File: config.mk
export PLATFORM = sky130hd
export DESIGN_NAME = idma_desc64_submit_arb
export DESIGN_NICKNAME = d
export VERILOG_FILES = /design/src/rtl/idma_desc64_submit_arb_pkg.sv /design/src/rtl/idma_desc64_submit_idfifo.sv /design/src/rtl/idma_desc64_submit_arb.sv
export SDC_FILE = /design/constraint.sdc
export NUM_CORES = 1
export LEC_CHECK = 0
export CORE_MARGIN = 2
export CORE_UTILIZATION = 25
export DETAILED_ROUTE_END_ITERATION = 8
export GPL_ROUTABILITY_DRIVEN = 0
export HOLD_SLACK_MARGIN = 0.05
export PLACE_DENSITY = 0.48
export SLEW_MARGIN = 20
export SYNTH_ARGS = -nofsm -noshare
export SYNTH_HDL_FRONTEND = slang
export SYNTH_SLANG_ARGS = --single-unit
File: constraint.sdc
create_clock -name clk_i -period 14.9 [get_ports clk_i]
set_clock_uncertainty 0.05 [all_clocks]
set_input_delay 3.725 -clock clk_i [delete_from_list [all_inputs] [get_ports clk_i]]
set_output_delay 3.725 -clock clk_i [all_outputs]
set_load 0.05 [all_outputs]
File: src/rtl/idma_desc64_submit_arb_pkg.sv
// Shared types and helpers for the descriptor submission arbiter.
package idma_desc64_submit_arb_pkg;

  localparam int MaxNumReq = 16;

  typedef logic [$clog2(MaxNumReq)-1:0] req_idx_t;
  // Wide enough for any MaxOutst up to 128; narrowed to the real width at use.
  typedef logic [7:0] cnt_t;

  function automatic int cnt_width(input int max_outst);
    return $clog2(max_outst + 1);
  endfunction

  function automatic cnt_t cnt_next(input cnt_t c, input logic inc, input logic dec);
    case ({inc, dec})
      2'b10:   return c + cnt_t'(1);
      2'b01:   return c - cnt_t'(1);
      default: return c;
    endcase
  endfunction

endpackage

File: src/rtl/idma_desc64_submit_idfifo.sv
// Completion-tracking queue of submitter indices, in submission order.
module idma_desc64_submit_idfifo
  import idma_desc64_submit_arb_pkg::*;
#(
  parameter int Depth = 16
) (
  input  logic     clk,
  input  logic     rst,
  input  logic     push,
  input  logic     pop,
  input  req_idx_t data,
  output req_idx_t head,
  output logic     full,
  output logic     empty
);

  localparam int AW = $clog2(Depth);
  localparam logic [AW:0] FullCnt = (AW+1)'(Depth);

  req_idx_t        mem [Depth];
  logic [AW-1:0]   wr_q, rd_q;
  logic [AW:0]     cnt_q;
  logic            do_push, do_pop;

  // A pop in the same cycle frees the slot, so pushing while full is legal then.
  assign do_pop  = pop && !empty;
  assign do_push = push && (!full || do_pop);
  assign full    = (cnt_q == FullCnt);
  assign empty   = (cnt_q == '0);
  assign head    = mem[rd_q];

  always_ff @(posedge clk) begin
    if (do_push) mem[wr_q] <= data;
  end

  always_ff @(posedge clk or posedge rst) begin
    if (rst) begin
      wr_q  <= '0;
      rd_q  <= '0;
      cnt_q <= '0;
    end else begin
      if (do_push) wr_q <= wr_q + 1'b1;
      if (do_pop)  rd_q <= rd_q + 1'b1;
      case ({do_push, do_pop})
        2'b10:   cnt_q <= cnt_q + 1'b1;
        2'b01:   cnt_q <= cnt_q - 1'b1;
        default: cnt_q <= cnt_q;
      endcase
    end
  end

endmodule

File: src/rtl/idma_desc64_submit_arb.sv
// Round-robin descriptor submission arbiter with per-submitter outstanding
// tracking and in-order completion interrupts.
module idma_desc64_submit_arb
  import idma_desc64_submit_arb_pkg::*;
#(
  parameter int NumReq    = 4,
  parameter int AddrWidth = 64,
  parameter int MaxOutst  = 8,
  parameter int IdDepth   = 16,
  localparam int CntW     = cnt_width(MaxOutst)
) (
  input  logic                             clk_i,
  input  logic                             rst_i,
  input  logic [NumReq-1:0][AddrWidth-1:0] req_addr_i,
  input  logic [NumReq-1:0]                req_valid_i,
  output logic [NumReq-1:0]                req_ready_o,
  output logic [AddrWidth-1:0]             desc_addr_o,
  output logic                             desc_valid_o,
  input  logic                             desc_ready_i,
  input  logic                             desc_done_i,
  output logic [NumReq-1:0]                irq_o,
  output logic [NumReq-1:0][CntW-1:0]      outst_o,
  output logic                             busy_o,
  output logic                             err_o
);

  logic [NumReq-1:0][CntW-1:0] cnt_q;
  logic [NumReq-1:0]           elig;
  logic [2*NumReq-1:0]         dbl;
  logic [NumReq-1:0]           rot;
  req_idx_t                    rr_q, win, head;
  logic                        grant, pop, buf_free, slot_ok;
  logic                        fifo_full, fifo_empty;
  logic [AddrWidth-1:0]        win_addr;
  int                          off, wsum;

  assign pop      = desc_done_i && !fifo_empty;
  assign buf_free = !desc_valid_o || desc_ready_i;
  assign slot_ok  = !fifo_full || pop;

  always_comb begin
    for (int i = 0; i < NumReq; i++)
      elig[i] = req_valid_i[i] && (cnt_q[i] != CntW'(MaxOutst)) && buf_free && slot_ok && !rst_i;
  end

  // Rotate eligibility so the RR pointer sits at bit 0, then take the first set bit.
  always_comb begin
    dbl   = {elig, elig} >> rr_q;
    rot   = dbl[NumReq-1:0];
    grant = 1'b0;
    off   = 0;
    for (int j = 0; j < NumReq; j++) begin
      if (!grant && rot[j]) begin
        grant = 1'b1;
        off   = j;
      end
    end
    wsum = int'(rr_q) + off;
    if (wsum >= NumReq) wsum = wsum - NumReq;
    win = req_idx_t'(wsum);
  end

  always_comb begin
    win_addr = '0;
    for (int i = 0; i < NumReq; i++) begin
      req_ready_o[i] = grant && (win == req_idx_t'(i));
      if (req_ready_o[i]) win_addr = req_addr_i[i];
    end
  end

  always_ff @(posedge clk_i or posedge rst_i) begin
    if (rst_i) begin
      rr_q         <= '0;
      desc_valid_o <= 1'b0;
      desc_addr_o  <= '0;
      cnt_q        <= '0;
      irq_o        <= '0;
      err_o        <= 1'b0;
    end else begin
      if (grant) begin
        rr_q         <= (win == req_idx_t'(NumReq-1)) ? '0 : win + 1'b1;
        desc_valid_o <= 1'b1;
        desc_addr_o  <= win_addr;
      end else if (desc_ready_i) begin
        desc_valid_o <= 1'b0;
      end
      // Grant and completion on the same submitter cancel out in cnt_next.
      for (int i = 0; i < NumReq; i++) begin
        cnt_q[i] <= CntW'(cnt_next(cnt_t'(cnt_q[i]), req_ready_o[i],
                                   pop && (head == req_idx_t'(i))));
        irq_o[i] <= pop && (head == req_idx_t'(i));
      end
      if (desc_done_i && fifo_empty) err_o <= 1'b1;
    end
  end

  idma_desc64_submit_idfifo #(
    .Depth (IdDepth)
  ) u_idfifo (
    .clk   (clk_i),
    .rst   (rst_i),
    .push  (grant),
    .pop   (pop),
    .data  (win),
    .head  (head),
    .full  (fifo_full),
    .empty (fifo_empty)
  );

  assign outst_o = cnt_q;
  assign busy_o  = desc_valid_o || !fifo_empty;

endmodule

; ---- Yosys cells after proc, flatten, opt, wreduce, memory -nomap -nowiden
; Memory sizes are Yosys's and may differ from the RTL's.
; Index checks and enable logic that the tools add are counted.
[word_totals]
regBits = 103
ram_bits = 64
inputBits = 264
out_inout_bits = 91
elab_cells = 124
memories = 1
[op_classes]
n_addsub = 15
n_lt_le_gt_ge = 1
eq_ne = 21
shifts = 1
muxes = 22
reduce_logical = 51
[mem_list]
columns = name, depth, width, rd, rd_ports_with_merged_regs, write_ports, line
row1 = u_idfifo.mem, 16, 4, 1, 0, 1, idma_desc64_submit_idfifo.sv:20  ; req_idx_t mem [Depth];
[op_table]
columns = operator, n
row1 = two-way mux 64 bit, 4
row2 = two-way mux 32 bit, 2
row3 = adder 5 x 32 -> 32 bit, 1
row4 = greater-or-equal comparator 32 x 4 -> 1 bit (second input constant), 1
row5 = case mux 4 bit (2 select lines), 4
row6 = logical AND 1 bit, 31
row7 = adder 4 x 1 -> 4 bit (second input constant), 7
row8 = equality test 4 x 2 -> 1 bit (second input constant), 4
row9 = != test 4 bit (second input constant), 4
row10 = subtractor 4 x 1 -> 4 bit (second input constant), 4
row11 = nonzero test 2 bit, 6
row12 = equality test 2 x 1 -> 1 bit (second input constant), 5
row13 = equality test 2 bit (second input constant), 5
row14 = case mux 5 bit (2 select lines), 1
row15 = two-way mux 1 bit, 9
row16 = equality test 4 x 1 -> 1 bit (second input constant), 2
row17 = logical NOT 4 bit, 2
row18 = two-way mux 4 bit, 2
row19 = right shift 8 x 4 -> 4 bit, 1
row20 = logical NOT 1 bit, 7
row21 = adder 5 x 1 -> 5 bit (second input constant), 1
row22 = equality test 5 bit (second input constant), 1
row23 = logical NOT 5 bit, 1
row24 = subtractor 5 x 1 -> 5 bit (second input constant), 1
row25 = other kinds (2), 5

; ---- Depth between registers and ports, before layout
; Gate-level depths: netlist of the first run.
[depth]
depth_word = 26
depth_mapped = 26
mapped_depth_nobuf = 24

; ---- By module
; Synthesis of the first run repeated with hierarchy kept, for this count alone.
[unflattened]
hier_cells = 1012
hier_area_um2 = 10177.3
[by_module_without_submodules]
columns = mod, instances, cells_each, area_each_um2, seq_area_each_um2
row1 = idma_desc64_submit_arb, 1, 813, 6807.8, 2252.2
row2 = idma_desc64_submit_idfifo, 1, 199, 3369.5, 2247.2

; ---- Worst setup path before layout of the first run
; No wires, ideal clock.
[synth_path]
path_kind = input -> output
startpoint = input req_valid_i[0]
endpoint = output req_ready_o[1]
arrival_time_ns = 7.553
required_ns = 11.125
slack_ns = 3.572
path_stages = 18
cell_sequence = nand2b_1 -> or3b_2 -> a21oi_1 -> a2111oi_0 -> nor3_1 -> ha_1 -> inv_1 -> fa_1 -> clkbuf_1 -> xor2_1 -> inv_1 -> ha_1 -> a21bo_2 -> nor3_1 -> a32oi_1 -> a21oi_1 -> clkbuf_1 -> and3_1
[synth_via]
elab_chain_len = 20
[synth_rtl]
columns = element, line
row1 = "start, declared", idma_desc64_submit_arb.sv:15  ; input logic [NumReq-1:0] req_valid_i,
row2 = logical AND 1 bit * (4 in a row), idma_desc64_submit_arb.sv:43  ; elig[i] = req_valid_i[i] && (cnt_q[i] != CntW'(MaxOutst)) && buf_free && slot_ok && !rst_i;
row3 = right shift 8 x 4 -> 4 bit *, idma_desc64_submit_arb.sv:48  ; dbl = {elig, elig} >> rr_q;
row4 = two-way mux 1 bit, idma_desc64_submit_arb.sv:53  ; if (!grant && rot[j]) begin
row5 = logical NOT 1 bit, idma_desc64_submit_arb.sv:53
row6 = logical AND 1 bit, idma_desc64_submit_arb.sv:53
row7 = two-way mux 1 bit, idma_desc64_submit_arb.sv:53
row8 = logical NOT 1 bit, idma_desc64_submit_arb.sv:53
row9 = logical AND 1 bit, idma_desc64_submit_arb.sv:53
row10 = two-way mux 1 bit, idma_desc64_submit_arb.sv:53
row11 = logical NOT 1 bit, idma_desc64_submit_arb.sv:53
row12 = logical AND 1 bit, idma_desc64_submit_arb.sv:53
row13 = two-way mux 32 bit, idma_desc64_submit_arb.sv:53
row14 = adder 5 x 32 -> 32 bit, idma_desc64_submit_arb.sv:58  ; wsum = int'(rr_q) + off;
row15 = greater-or-equal comparator 32 x 4 -> 1 bit / subtractor 4 bit (equally long branches), idma_desc64_submit_arb.sv:59  ; if (wsum >= NumReq) wsum = wsum - NumReq;
row16 = two-way mux 4 bit, idma_desc64_submit_arb.sv:59
row17 = equality test 4 x 1 -> 1 bit, idma_desc64_submit_arb.sv:66  ; req_ready_o[i] = grant && (win == req_idx_t'(i));
row18 = logical AND 1 bit *, idma_desc64_submit_arb.sv:66
row19 = "end, declared", idma_desc64_submit_arb.sv:16  ; output logic [NumReq-1:0] req_ready_o,
; Every way passes the cells marked *; elsewhere a longest branch is shown, timed or not.

; ---- Final worst setup path of the first run
[layout_path]
startpoint = input req_valid_i[0]
endpoint = output req_ready_o[3]
[layout_via]
elab_chain_len = 20
[layout_rtl]
columns = element, line
row1 = logical AND 1 bit * (4 in a row), idma_desc64_submit_arb.sv:43
row2 = right shift 8 x 4 -> 4 bit *, idma_desc64_submit_arb.sv:48
row3 = two-way mux 1 bit, idma_desc64_submit_arb.sv:53
row4 = logical NOT 1 bit, idma_desc64_submit_arb.sv:53
row5 = logical AND 1 bit, idma_desc64_submit_arb.sv:53
row6 = two-way mux 1 bit, idma_desc64_submit_arb.sv:53
row7 = logical NOT 1 bit, idma_desc64_submit_arb.sv:53
row8 = logical AND 1 bit, idma_desc64_submit_arb.sv:53
row9 = two-way mux 1 bit, idma_desc64_submit_arb.sv:53
row10 = logical NOT 1 bit, idma_desc64_submit_arb.sv:53
row11 = logical AND 1 bit, idma_desc64_submit_arb.sv:53
row12 = two-way mux 32 bit, idma_desc64_submit_arb.sv:53
row13 = adder 5 x 32 -> 32 bit, idma_desc64_submit_arb.sv:58
row14 = greater-or-equal comparator 32 x 4 -> 1 bit / subtractor 4 bit (equally long branches), idma_desc64_submit_arb.sv:59
row15 = two-way mux 4 bit, idma_desc64_submit_arb.sv:59
row16 = equality test 4 x 2 -> 1 bit, idma_desc64_submit_arb.sv:66
row17 = logical AND 1 bit *, idma_desc64_submit_arb.sv:66
; Marks and branches as above.

==> flow_summary.toml, run 1 <==
[min_path]
hold_path_class = "flip-flop to flip-flop"
min_delay_path_depth = 1

[yosys]
syn_area_um2 = 10100
synth_cells = 1120
ys_async_sr_fraction = 0.617
synth-seq-area-share = 0.446
muxShareOfSynthArea = 0.0959
ys_types = 56
synthAdderAreaFrac = 0.0478
yosysTopAreaCell = "dfrtp_1"
synth_edf_count = 64
yosys-top-cells-area = "dfrtp_1, edfxtp_1, nand2_1"
yosys_most_used_dff = "dfrtp_1"
syn_area_per_cell_um2 = 9.02
yosys.area.top_type_share = 0.255
ys_ff_latch = 167
synth_compound_area_frac = 0.139
yosysWarnings = 0
synthXorXnorAreaFrac = 0.0269
synthSimpleGateAreaFrac = 0.178
synthTopCellsByCount = "nand2_1, a21oi_1, dfrtp_1"
yosysMostFrequentCell = "nand2_1"
synthesis.nets = 1419
synth_top_family_by_area = "simple AND/OR/NAND/NOR gates"

[die]
rows = 73
die_x_um = 205
dieArea_um2 = 42000
die_h_um = 205
core_area_um2 = 39800
ios = 355
start_util = 0.254

[finish]
area_growth_pct = 46.2
drive_above_1_share = 0.0438
fin_util = 0.371
nFillCells = 4160
nets = 1725

[power_and_ir_drop]
p_sw_mw = 1.53
pwr_density_cell_nw_per_um2 = 208
ir_worst_vdd_mv = 0.0803
p_sw_frac = 0.496
combPwrFrac = 0.596
p_int_mw = 1.55
pwr-share-clk = 0.155
p_leak_nw = 5.53
p_seq_frac = 0.249
total_power_mw = 3.08

[placement]
hpwl_um = 28000
port_buffers = 354

[global_routing]
grt_max_degree = 72
grt_pass1_wl_um = 55800
antenna_found_initial = 13
grt-ovfl-total = 0
grt_usage = 0.178
first_global_vias = 9184

[routing]
vias = 9000
drt_iter0_markers = 439
drc = 0
firstDrtPassIters = 4
post_drt_wl_per_cell_um = 19.1
drt-vias-per-instance = 4.56
ant_nets = 0
drt-total-wl_um = 37700

[run_status]
status = "complete, no violations"

[setup_path]
crit_type = "input pin to output pin"
slowest_stage = "clkdlybuf4s50_1"
path_cells = "clkdlybuf4s50_1 -> nand2b_1 -> or3b_2 -> a21oi_1 -> a2111oi_0 -> nor3_1 -> ha_1 -> inv_1 -> fa_1 -> xor2_1 -> inv_1 -> ha_1 -> a21bo_2 -> nor3_1 -> a32oi_1 -> a21oi_4 -> and3_1 -> clkdlybuf4s50_1"
cp.arrival_ns = 8.75
cp_top_family = "buffers and inverters"
critPathMaxStageDelay_ns = 0.81
path_buf_inv = 4
cp-start-kind = "input pin"
critPathMaxFanout = 21
cp.depth = 18
r2r_cells = 25
cp-end-kind = "output pin"
required_ns = 11.12

[timing]
drv_slew = 0
worst_pin_slew_ns = 1.03
finalSetupViolations = 0
fmax_mhz = 79.9
finalSetupTns_ns = 0
hold_ws_ns = 0.434
slew_headroom = 0.311
rsz0062_at_grt = "false"
fin_crit_sh = 0.840
period_needed_ns = 12.52
timing_hold_violations_final = 0

[cts]
cts_max_level = 4
cts_setup_buffers = 0
cts-buffers-inserted = 17
cts_tree = "done"
clk_pin_slew_ns = 0.07
clock_latency_ns = 0.44
clock_sinks = 167
holdBufCountCts = 0
cts_root_buffer = "clkbuf_16"
clk_path_buf_depth = 2
cts_resized = 0

[run]
cap_violations = 0
==> sequential cells by signal, summed over array words and instances (netlist names) <==
| signal | flops |
|---|---|
| u_idfifo.wr_q | 4 |
| err_o | 1 |
| rr_q | 4 |
| u_idfifo.cnt_q | 5 |
| u_idfifo.rd_q | 4 |
| desc_valid_o | 1 |
| u_idfifo.mem | 64 |
| outst_o | 16 |
| irq_o | 4 |
| desc_addr_o | 64 |
==> cells in the final DEF (no fill, tap or decap), types with 4 or more instances in the layout <==
| cell | count |
|---|---|
| clkdlybuf4s50_1 | 354 |
| nand2_1 | 215 |
| a21oi_1 | 148 |
| dfrtp_1 | 103 |
| inv_1 | 91 |
| o21ai_0 | 79 |
| mux2i_1 | 78 |
| nand3b_1 | 64 |
| edfxtp_1 | 64 |
| ha_1 | 25 |
| nor2_1 | 24 |
| xnor2_1 | 18 |
| and3_1 | 17 |
| clkbuf_16 | 17 |
| xor2_1 | 13 |
| nor3_1 | 12 |
| a21o_1 | 10 |
| buf_4 | 10 |
| diode_2 | 8 |
| nand3_1 | 7 |
| nand2b_1 | 6 |
| nor2b_1 | 6 |
| mux4_2 | 6 |
| fa_1 | 6 |
| a221oi_1 | 4 |
| inv_8 | 4 |
| clkinv_8 | 4 |
==> metal layers <==
layer / wire (um) / global-route usage / share of wire / up-vias
met1: 15200 / 0.210 / 0.40 / 4243
met2: 19200 / 0.302 / 0.51 / 256
met3: 2590 / 0.0589 / 0.069 / 36
met5: 64 / 0 / 0.0017 / -
met4: 623 / 0.0629 / 0.017 / 10
li1: - / - / - / 4455
==> kinds of logic after synthesis <==
family | after synthesis
mux | 88
compound gates | 261
flops | 167
xor+xnor | 31
fa+ha+maj | 35
buf+inv | 169
simple gates | 369
==> area by class of cell <==
cell class	count	area (um2)	area share
timing repair buffer	364	3620	0.245
tap	525	657	0.0445
multi-input combinational	784	4990	0.338
sequential	167	4500	0.305
antenna	8	20.0	0.00136
clock buffer	17	425	0.0288
clock inverter	15	210	0.0142
inverter	92	348	0.0236
==> stage by stage <==
stage                     instances  instance area, um2  setup slack [ns]
final                          1972               14800              2.38
after global routing           1971               14800              1.99
after CTS                      1964               14700              2.30
after detailed placement       1932               14100              2.32
after global placement         1932               14100              2.37
after floorplan                1120               10100              3.57
==> worst paths after layout <==
path / start / endpoint / slack, ns
max in group asynchronous: rst_i / desc_addr_o[28] / 9.85
hold reg to reg: err_o / err_o / 0.43
setup reg to reg: outst_o[0] / outst_o[11] / 8.16
setup / recovery: req_valid_i[0] / req_ready_o[3] / 2.38
min in group asynchronous: rst_i / err_o / 3.79
hold / removal: err_o / err_o / 0.43
==> worst register-to-register path, stage by stage, from the launching register on <==
cell and delay (ns):
dfrtp_1 0.44, nor4b_1 0.43, nand2b_1 0.28, or3b_2 0.46, a21oi_1 0.13, a2111oi_0 0.09, nor3_1 0.21, ha_1 0.22
inv_1 0.06, fa_1 0.49, xor2_1 0.23, inv_1 0.07, ha_1 0.21, a21bo_2 0.25, nor3_1 0.24, a32oi_1 0.15
a21oi_4 0.52, buf_4 0.61, nand3_1 0.20, ha_1 0.29, ha_1 0.28, a21o_1 0.17, a21oi_1 0.17, xnor2_1 0.14
nor2_1 0.07, xor2_1 0.14
==> power groups by stage <==
stage                     Sequential [mW]  Clock, mW  Combinational (mW)
final                               0.766      0.477                1.83
after global routing                0.786      0.510                2.01
after CTS                           0.766      0.491                1.86
after detailed placement            0.769          0                1.86
after global placement              0.771          0                1.85
after floorplan                      1.08          0               0.912
Note: power is estimated with default switching activity, not from simulation.
==> run 2: changes to the inputs <==
--- a/config.mk
+++ b/config.mk
@@ -10,7 +10,7 @@
 export DETAILED_ROUTE_END_ITERATION = 8
 export GPL_ROUTABILITY_DRIVEN = 0
 export HOLD_SLACK_MARGIN = 0.05
-export PLACE_DENSITY = 0.48
+export PLACE_DENSITY = 0.49
 export SLEW_MARGIN = 20
 export SYNTH_ARGS = -nofsm -noshare
 export SYNTH_HDL_FRONTEND = slang
==> constraint.sdc (replaced) <==
create_clock -name clk_i -period 10.6 [get_ports clk_i]
set_clock_uncertainty 0.05 [all_clocks]
set_input_delay 2.65 -clock clk_i [delete_from_list [all_inputs] [get_ports clk_i]]
set_output_delay 2.65 -clock clk_i [all_outputs]
set_load 0.05 [all_outputs]
==> run 2 against run 1 <==
  * Hold slack got worse by 0.026 ns
  * Clock power rose by 42%
  * Largest cell class unchanged
  * Critical path depth did not move
  * Setup slack got worse by 1.4 ns
  * Sequential cell count did not move
  * Register-to-register slack got worse by 3.8 ns
  * Via count fell by 0.42%
  * Global-route usage rose by 0.088 points
  * Die area did not move
  * Sequential share of layout area fell by 0.062 points
  * Design area rose by 0.20%
  * Power rose by 40%
==> flow_summary.toml, run 2 (synthesis gave the netlist of run 1 again) <==
[setup_path]
critPathMaxFanout = 7
cp-start-kind = "input pin"
crit_start = "req_valid_i[0]"
cp-end-kind = "output pin"
rr_startpoint = "outst_o[0]"
crit_end = "req_ready_o[0]"
cp.arrival_ns = 6.90
r2r_cells = 25
timing.rr.end = "outst_o[7]"
r2r_setup_slack_ns = 4.33
crit_type = "input pin to output pin"
required_ns = 7.90

[finish]
layout_commonest_cell = "clkdlybuf4s50_1"
multi_input_area_um2 = 4990
stdcell_area_um2 = 14800
final_cell_mix = "clkdlybuf4s50_1, nand2_1, a21oi_1"
area_growth_pct = 46.5
drive_above_1_share = 0.0505
seq_area_um2 = 4500
nets = 1731
nFillCells = 4155

[cts]
cts_tree = "done"
holdBufCountCts = 0
cts-buffers-inserted = 17
clock_latency_ns = 0.45
cts_resized = 0
cts_setup_buffers = 0
cts_root_buffer = "clkbuf_16"
clk_path_buf_depth = 2
clock_sinks = 167
cts_max_level = 4
clk_pin_slew_ns = 0.08

[timing]
finalSetupTns_ns = 0
drv_slew = 0
fin_ws_ns = 1.00
rsz0062_at_grt = "false"
slew_headroom = 0.315
period_needed_ns = 9.60
worst_pin_slew_ns = 1.03
finalSetupViolations = 0
fin_crit_sh = 0.905
timing_hold_violations_final = 0
fmax_mhz = 104

[routing]
ant_nets = 0
vias = 8962
firstDrtPassIters = 5
post_drt_wl_per_cell_um = 19.1
drc = 0
drt_iter0_markers = 520
drt-total-wl_um = 37700
drt-vias-per-instance = 4.54

[global_routing]
grt-ovfl-total = 0
grt_max_degree = 113
grt_pass1_wl_um = 56100
first_global_vias = 9053
grt_usage = 0.179
antenna_found_initial = 8

[power_and_ir_drop]
pwr_density_cell_nw_per_um2 = 292
p_sw_frac = 0.497
p_seq_frac = 0.248
ir_worst_vdd_mv = 0.136
pwr-share-clk = 0.157
combPwrFrac = 0.595
p_int_mw = 2.17
p_sw_mw = 2.15
p_leak_nw = 5.59

[die]
die_x_um = 205
dieArea_um2 = 42000
die_h_um = 205
rows = 73
start_util = 0.254
ios = 355
core_area_um2 = 39800

[min_path]
hold_path_class = "flip-flop to flip-flop"

[run]
cap_violations = 0

[run_status]
status = "complete, no violations"

[placement]
place_area_um2 = 14100
port_buffers = 354
place_ws_ns = 0.982
hpwl_um = 28100
[run 2: cell types whose count changed in the layout (fill, tap and decap cells not counted), sizes merged, moves of 3 or more]
cell | before | now
buf | 10 | 20
clkdlybuf4s50 | 354 | 350
clkinvlp | 3 | 0
diode | 8 | 3
inv | 97 | 100
[run 2: final cells by class]
type | count | area share
antenna | 3 | 0.000507
tap | 525 | 0.0444
inverter | 92 | 0.0235
clock buffer | 17 | 0.0288
clock inverter | 15 | 0.0147
timing repair buffer | 370 | 0.247
multi-input combinational | 784 | 0.337
sequential | 167 | 0.304
[run 2: through the flow]
| step | utilization | std cells | total power, mW | hold slack, ns |
|---|---|---|---|---|
| finish | 0.372 | 1973 | 4.32 | 0.408 |
| global route | 0.371 | 1971 | 4.66 | 0.421 |
| CTS | 0.371 | 1970 | 4.39 | 0.413 |
| detailed placement | 0.355 | 1938 | 3.69 | 0.395 |
| global placement | 0.355 | 1938 | 3.68 | 0.398 |
| floorplan | - | 1120 | 2.80 | 0.422 |
[run 2: worst min-delay path by stage]
stage | start | endpoint | slack, ns | cells after the start
6_report | err_o | err_o | 0.41 | 1
5_1_grt | err_o | err_o | 0.42 | 1
4_1_cts | err_o | err_o | 0.41 | 1
3_5_place_dp | err_o | err_o | 0.39 | 1
3_3_place_gp | err_o | err_o | 0.40 | 1
2_1_floorplan | u_idfifo.cnt_q[3] | u_idfifo.cnt_q[3] | 0.42 | 2
[run 2: power by group through the flow]
stage          Combinational, mW  Sequential [mW]  Clock, mW
2_1_floorplan               1.28             1.52          0
3_3_place_gp                2.60             1.08          0
3_5_place_dp                2.62             1.08          0
4_1_cts                     2.62             1.07      0.699
5_1_grt                     2.83             1.10      0.723
6_report                    2.57             1.07      0.679
[run 2: metal layers]
| layer | GRT usage | vias to the layer above | part of all wire |
|---|---|---|---|
| met4 | 0.0349 | 6 | 0.012 |
| li1 | - | 4447 | - |
| met3 | 0.0630 | 30 | 0.070 |
| met5 | 0 | - | 0.0011 |
| met1 | 0.215 | 4247 | 0.42 |
| met2 | 0.309 | 232 | 0.50 |
[run 2: worst max-delay path: stages]
cell             delay (ns)
clkdlybuf4s50_1        0.43
nand2b_1               0.21
or3b_2                 0.47
a21oi_1                0.12
a2111oi_0              0.08
nor3_1                 0.22
ha_1                   0.21
inv_1                  0.06
fa_1                   0.50
xor2_1                 0.22
inv_1                  0.06
ha_1                   0.20
a21bo_2                0.25
nor3_1                 0.24
a32oi_1                0.14
a21oi_4                0.30
and3_1                 0.27
buf_4                  0.22
